**config.mk**
```make
export PLATFORM = sky130hd
export DESIGN_NAME = pipe_stall_controller
export DESIGN_NICKNAME = d
export VERILOG_FILES = /design/src/rtl/pipe_ctrl_pkg.sv /design/src/rtl/load_use_detect.sv /design/src/rtl/pipe_stall_controller.sv
export SDC_FILE = /design/constraint.sdc
export NUM_CORES = 1
export LEC_CHECK = 0
export ABC_AREA = 0
export BUFFER_PORTS_ARGS = -buffer_cell sky130_fd_sc_hd__buf_2
export CAP_MARGIN = 15
export CORE_ASPECT_RATIO = 1.4
export CORE_UTILIZATION = 35
export CTS_BUF_LIST = sky130_fd_sc_hd__clkbuf_4 sky130_fd_sc_hd__clkbuf_8
export CTS_CLUSTER_SIZE = 40
export DETAILED_ROUTE_END_ITERATION = 7
export PLACE_DENSITY = 0.6
export SKIP_CTS_REPAIR_TIMING = 1
export SYNTH_ARGS = -nofsm -noshare
export SYNTH_HDL_FRONTEND = slang
export SYNTH_SLANG_ARGS = --single-unit
export TNS_END_PERCENT = 100
```
**constraint.sdc**
```tcl
create_clock -name Clk -period 3.7 [get_ports Clk]
set_input_delay 0.185 -clock Clk [delete_from_list [all_inputs] [get_ports Clk]]
set_output_delay 0.185 -clock Clk [all_outputs]
set_load 0.02 [all_outputs]
```
**src/rtl/pipe_ctrl_pkg.sv**
```systemverilog
// Shared constants for the front-end stall controller and its helpers.
package pipe_ctrl_pkg;
    localparam int REG_W = 5;

    typedef enum logic {
        ST_RUN      = 1'b0,
        ST_MDU_WAIT = 1'b1
    } state_t;
endpackage

```
**src/rtl/load_use_detect.sv**
```systemverilog
// Combinational load-use comparator; $0 never produces a hazard.
module load_use_detect
    import pipe_ctrl_pkg::*;
(
    input  logic             i_memread,
    input  logic [REG_W-1:0] i_idex_rt,
    input  logic [REG_W-1:0] i_ifid_rs,
    input  logic [REG_W-1:0] i_ifid_rt,
    input  logic             i_uses_rt,
    output logic             o_lu
);
    logic w_rs_match;
    logic w_rt_match;

    assign w_rs_match = (i_idex_rt == i_ifid_rs);
    assign w_rt_match = i_uses_rt & (i_idex_rt == i_ifid_rt);
    assign o_lu       = i_memread & (i_idex_rt != '0) & (w_rs_match | w_rt_match);
endmodule

```
**src/rtl/pipe_stall_controller.sv**
```systemverilog
// Front-end hazard arbiter: MDU occupancy > load-use > branch/jump flush.
// Mealy outputs so a hazard stalls in the cycle it is detected.
module pipe_stall_controller
    import pipe_ctrl_pkg::*;
#(
    parameter int MDU_LATENCY = 4,
    parameter int CNT_W       = 4
) (
    input  logic             Clk,
    input  logic             Reset,
    input  logic             IDEX_MemRead,
    input  logic [REG_W-1:0] IDEX_Rt,
    input  logic             IDEX_MultiCycle,
    input  logic [REG_W-1:0] IFID_Rs,
    input  logic [REG_W-1:0] IFID_Rt,
    input  logic             IFID_UsesRt,
    input  logic             BranchTaken,
    input  logic             Jump,
    output logic             PCWrite,
    output logic             IFIDWrite,
    output logic             IFIDFlush,
    output logic             IDEXWrite,
    output logic             IDEXBubble,
    output logic             MDUDone,
    output logic [31:0]      StallCycles
);
    localparam bit             MDU_EN   = (MDU_LATENCY > 1);
    localparam logic [CNT_W-1:0] CNT_INIT = CNT_W'(MDU_EN ? MDU_LATENCY - 2 : 0);

    state_t           r_state;
    logic [CNT_W-1:0] r_cnt;
    logic [31:0]      r_stall_cnt;
    logic             w_lu;
    logic             w_redirect;
    logic             w_mdu_start;

    load_use_detect u_lu (
        .i_memread (IDEX_MemRead),
        .i_idex_rt (IDEX_Rt),
        .i_ifid_rs (IFID_Rs),
        .i_ifid_rt (IFID_Rt),
        .i_uses_rt (IFID_UsesRt),
        .o_lu      (w_lu)
    );

    assign w_redirect  = BranchTaken | Jump;
    assign w_mdu_start = MDU_EN & IDEX_MultiCycle & (r_state == ST_RUN);

    always_comb begin
        PCWrite    = 1'b1;
        IFIDWrite  = 1'b1;
        IDEXWrite  = 1'b1;
        IFIDFlush  = 1'b0;
        IDEXBubble = 1'b0;
        MDUDone    = 1'b0;
        if (!Reset) begin
            if (r_state == ST_MDU_WAIT) begin
                if (r_cnt != '0) begin
                    PCWrite   = 1'b0;
                    IFIDWrite = 1'b0;
                    IDEXWrite = 1'b0;
                end else begin
                    // Release cycle: EX holds the MDU op, so load-use cannot apply.
                    MDUDone   = 1'b1;
                    IFIDFlush = w_redirect;
                end
            end else if (w_mdu_start) begin
                PCWrite   = 1'b0;
                IFIDWrite = 1'b0;
                IDEXWrite = 1'b0;
            end else if (w_lu) begin
                PCWrite    = 1'b0;
                IFIDWrite  = 1'b0;
                IDEXBubble = 1'b1;
            end else begin
                IFIDFlush = w_redirect;
            end
        end
    end

    always_ff @(posedge Clk) begin
        if (Reset) begin
            r_state     <= ST_RUN;
            r_cnt       <= '0;
            r_stall_cnt <= '0;
        end else begin
            if (!PCWrite)
                r_stall_cnt <= r_stall_cnt + 32'd1;
            case (r_state)
                ST_RUN: begin
                    if (w_mdu_start) begin
                        r_state <= ST_MDU_WAIT;
                        r_cnt   <= CNT_INIT;
                    end
                end
                default: begin
                    if (r_cnt != '0)
                        r_cnt <= r_cnt - CNT_W'(1);
                    else
                        r_state <= ST_RUN;
                end
            endcase
        end
    end

    assign StallCycles = r_stall_cnt;
endmodule

```
==> metrics <==
Fin Setup TNS 0 ns; Synth Register Bits 37; largest family of logic cells by synthesized area simple AND/OR/NAND/NOR gates; Buf/Inv on CP 1; Final setup viols 0; most used flip-flop cell after synthesis dfxtp_1; adder-cell share of the synthesized area 1.82%; Netlist Area Pre-Place 0.00206 mm²; Synth cell types 37; Final Instance Area 0.00245 mm²; Cell Chain, Critical Path inv_1, ha_1, nand3_2, and4_1, nand3_1, or4_1, a21oi_1; min cycle time layout 2.24 ns; Cell Int Power 0.611 mW; Starting Density 36.8%; Num CTS Buffers 5; critical path class flip-flop to flip-flop; Yosys Warn Count 0; drt via density 5.52; Core ar. 0.00561 mm²; CTS Sinks 37; status finished, final reports clean; CP delay by family, top simple AND/OR/NAND/NOR gates; syn_area_per_cell 8.31 µm²; type of origin of the critical path flip-flop; number of global-route vias before repair 1817; latest clock arrival within the worst-skew pair 0.29 ns; VDD IR max 0.184 mV; largest net degree at the start of global routing 43; max_slew headroom 49.8%; P&R area growth vs syn 18.6%; Synth Area in XOR/XNOR 4.25%; CP required 3.92 ns; H-tree Lvls 2; GR Overflow Total 0; gpl congestion 0.802; Crit path largest cell delay 0.50 ns; Clock power frac 35.3%; endpoints failing hold 0; io pins 60; All-Layer GR Usage 17.6%; setup ws final 1.46 ns; switching power total 0.232 mW; DPL Wire Length 3610 µm; die area 0.00621 mm²; Leak Pwr 0.934 nW; Via Count 2033; Chip Width 66.9 µm; antenna-violating nets left 0; Crit-path slowest cell or4_1; Arr. time, crit path 2.46 ns; Worst setup EP type flip-flop; first-pass GRT wire length 8340 µm; Gate Count Post-Synth 248; post-DR wirelength/cell 13.6 µm; max_cap viols 0; Hold Slack 0.299 ns; syn_nets 273; multiplexer area fraction after synthesis 0.728%; Net Sw Frac 27.6%; Post-synth EDFFs 0; Placement Cell Area 0.00236 mm²; Pins Over Slew Limit 0; sequential area share after synthesis 35.9%; clk root buf clkbuf_8; Synth Area in Compound Gates 20.5%; CP Max Fanout 10; DRC 0; synthesized-area fraction occupied by and/or/nand/nor cells 30.4%; asr flop ratio synth 0%; layout cell share with drive strength beyond 1 25.7%; final core occ 43.6%; f_max 446 MHz; Bufs on Longest Clock Path 2; crit share post-route 60.5%; CTS tree built; worst hold path type primary input to flip-flop; worst-margin pin slew 0.753 ns; pwr/cell area 345 mW/mm²; combinational power share 15.0%; I/O Buffers 59; Detailed Routing Iterations Pass 1 4; pre-CTS setup slack 1.49 ns; final-stage net count 325; part of the power in registers 49.7%; initial DRC count 91; antenna violations before repair 0; Post-Route WL 4990 µm; CTS clk-pin slew, worst paths 0.07 ns; worst clock skew 0.00373 ns; # diodes 0; RSZ-0062 raised after global routing false; height of the die 92.8 µm; row cnt 32
[worst reg2reg max path, cell delays in order, from the launching register on]
cell	delay, ns
dfxtp_1	0.37
inv_1	0.08
ha_1	0.22
nand3_2	0.17
and4_1	0.48
nand3_1	0.20
or4_1	0.50
a21oi_1	0.14
[metal layers]
metal	global-route usage, %	share of wire, %	wire [µm]	vias to the layer above
met5	0	0	0	-
met4	6.91	1.1	55	0
met3	4.31	4.0	202	6
met2	31.2	52	2590	50
met1	19.3	43	2150	937
li1	-	-	-	1040
[final timing paths]
path	startpoint	cells after the start	end	slack, ns
worst max-delay path	r_cnt[0]$_SDFFE_PP0P_	7	StallCycles[29]$_SDFFE_PP0N_	1.46
worst min-delay path	IDEX_MultiCycle	3	r_cnt[3]$_SDFFE_PP0P_	0.30
worst max register to register	r_cnt[0]$_SDFFE_PP0P_	7	StallCycles[29]$_SDFFE_PP0N_	1.46
worst min register to register	r_cnt[3]$_SDFFE_PP0P_	1	r_cnt[3]$_SDFFE_PP0P_	0.49
[cells by family (layout without fill, tap and decap cells)]
| group | count (synthesis) | after routing |
|---|---|---|
| compound gates | 72 | 72 |
| xor+xnor | 10 | 10 |
| fa+ha+maj | 3 | 3 |
| buf+inv | 22 | 74 |
| flops | 37 | 37 |
| mux | 1 | 1 |
| simple gates | 103 | 103 |
[power groups by stage]
| stage | clock (mW) | combinational (mW) | sequential, mW |
|---|---|---|---|
| 2_1_floorplan | 0 | 0.0928 | 0.430 |
| 3_3_place_gp | 0 | 0.126 | 0.428 |
| 3_5_place_dp | 0 | 0.127 | 0.428 |
| 4_1_cts | 0.303 | 0.127 | 0.419 |
| 5_1_grt | 0.325 | 0.143 | 0.421 |
| 6_report | 0.297 | 0.127 | 0.419 |
[cell usage after synthesis, drive strengths merged (2+ instances only)]
master / instances / area [µm²]
and4: 3 / 26.3
and3: 7 / 43.8
a21oi: 35 / 179
or4: 16 / 120
nand4: 10 / 68.8
nand3: 12 / 77.6
buf: 10 / 86.3
ha: 3 / 37.5
clkbuf: 6 / 22.5
inv: 6 / 22.5
xnor2: 10 / 87.6
nor2: 11 / 48.8
nor3: 3 / 15.0
o31ai: 15 / 113
dfxtp: 37 / 741
nand2: 19 / 71.3
or3: 16 / 100
a311oi: 2 / 17.5
o21ai: 17 / 85.1
[final cells by class]
type / count / area (µm²)
clock buffers: 7 / 90.1
fillers: 597 / 3160
inverters: 6 / 22.5
multi-input cells: 189 / 1200
flip-flops and latches: 37 / 741
well taps: 68 / 85.1
repair buffers: 61 / 310
[per-stage QoR]
stage / power [mW] / std cells
2_1_floorplan: 0.523 / 248
3_3_place_gp: 0.554 / 361
3_5_place_dp: 0.555 / 361
4_1_cts: 0.849 / 368
5_1_grt: 0.888 / 368
6_report: 0.843 / 368
[placed cells by master, fill, tap and decap left out, types with 5 or more instances in the layout]
master     n
o21ai_0   12
nand4_1    9
buf_2     59
nand2_1   19
a21oi_1   34
nor2_1    10
clkbuf_8   6
or3_1     16
o21ai_1    5
nand3_1   10
o31ai_1   15
or4_1     16
xnor2_1   10
inv_1      6
dfxtp_1   37
and3_1     7
[sequential cells by signal, indices dropped and copies added (netlist names)]
| name | flops |
|---|---|
| r_state | 1 |
| r_cnt | 4 |
| StallCycles | 32 |
Note: power is estimated with default switching activity, not from simulation.
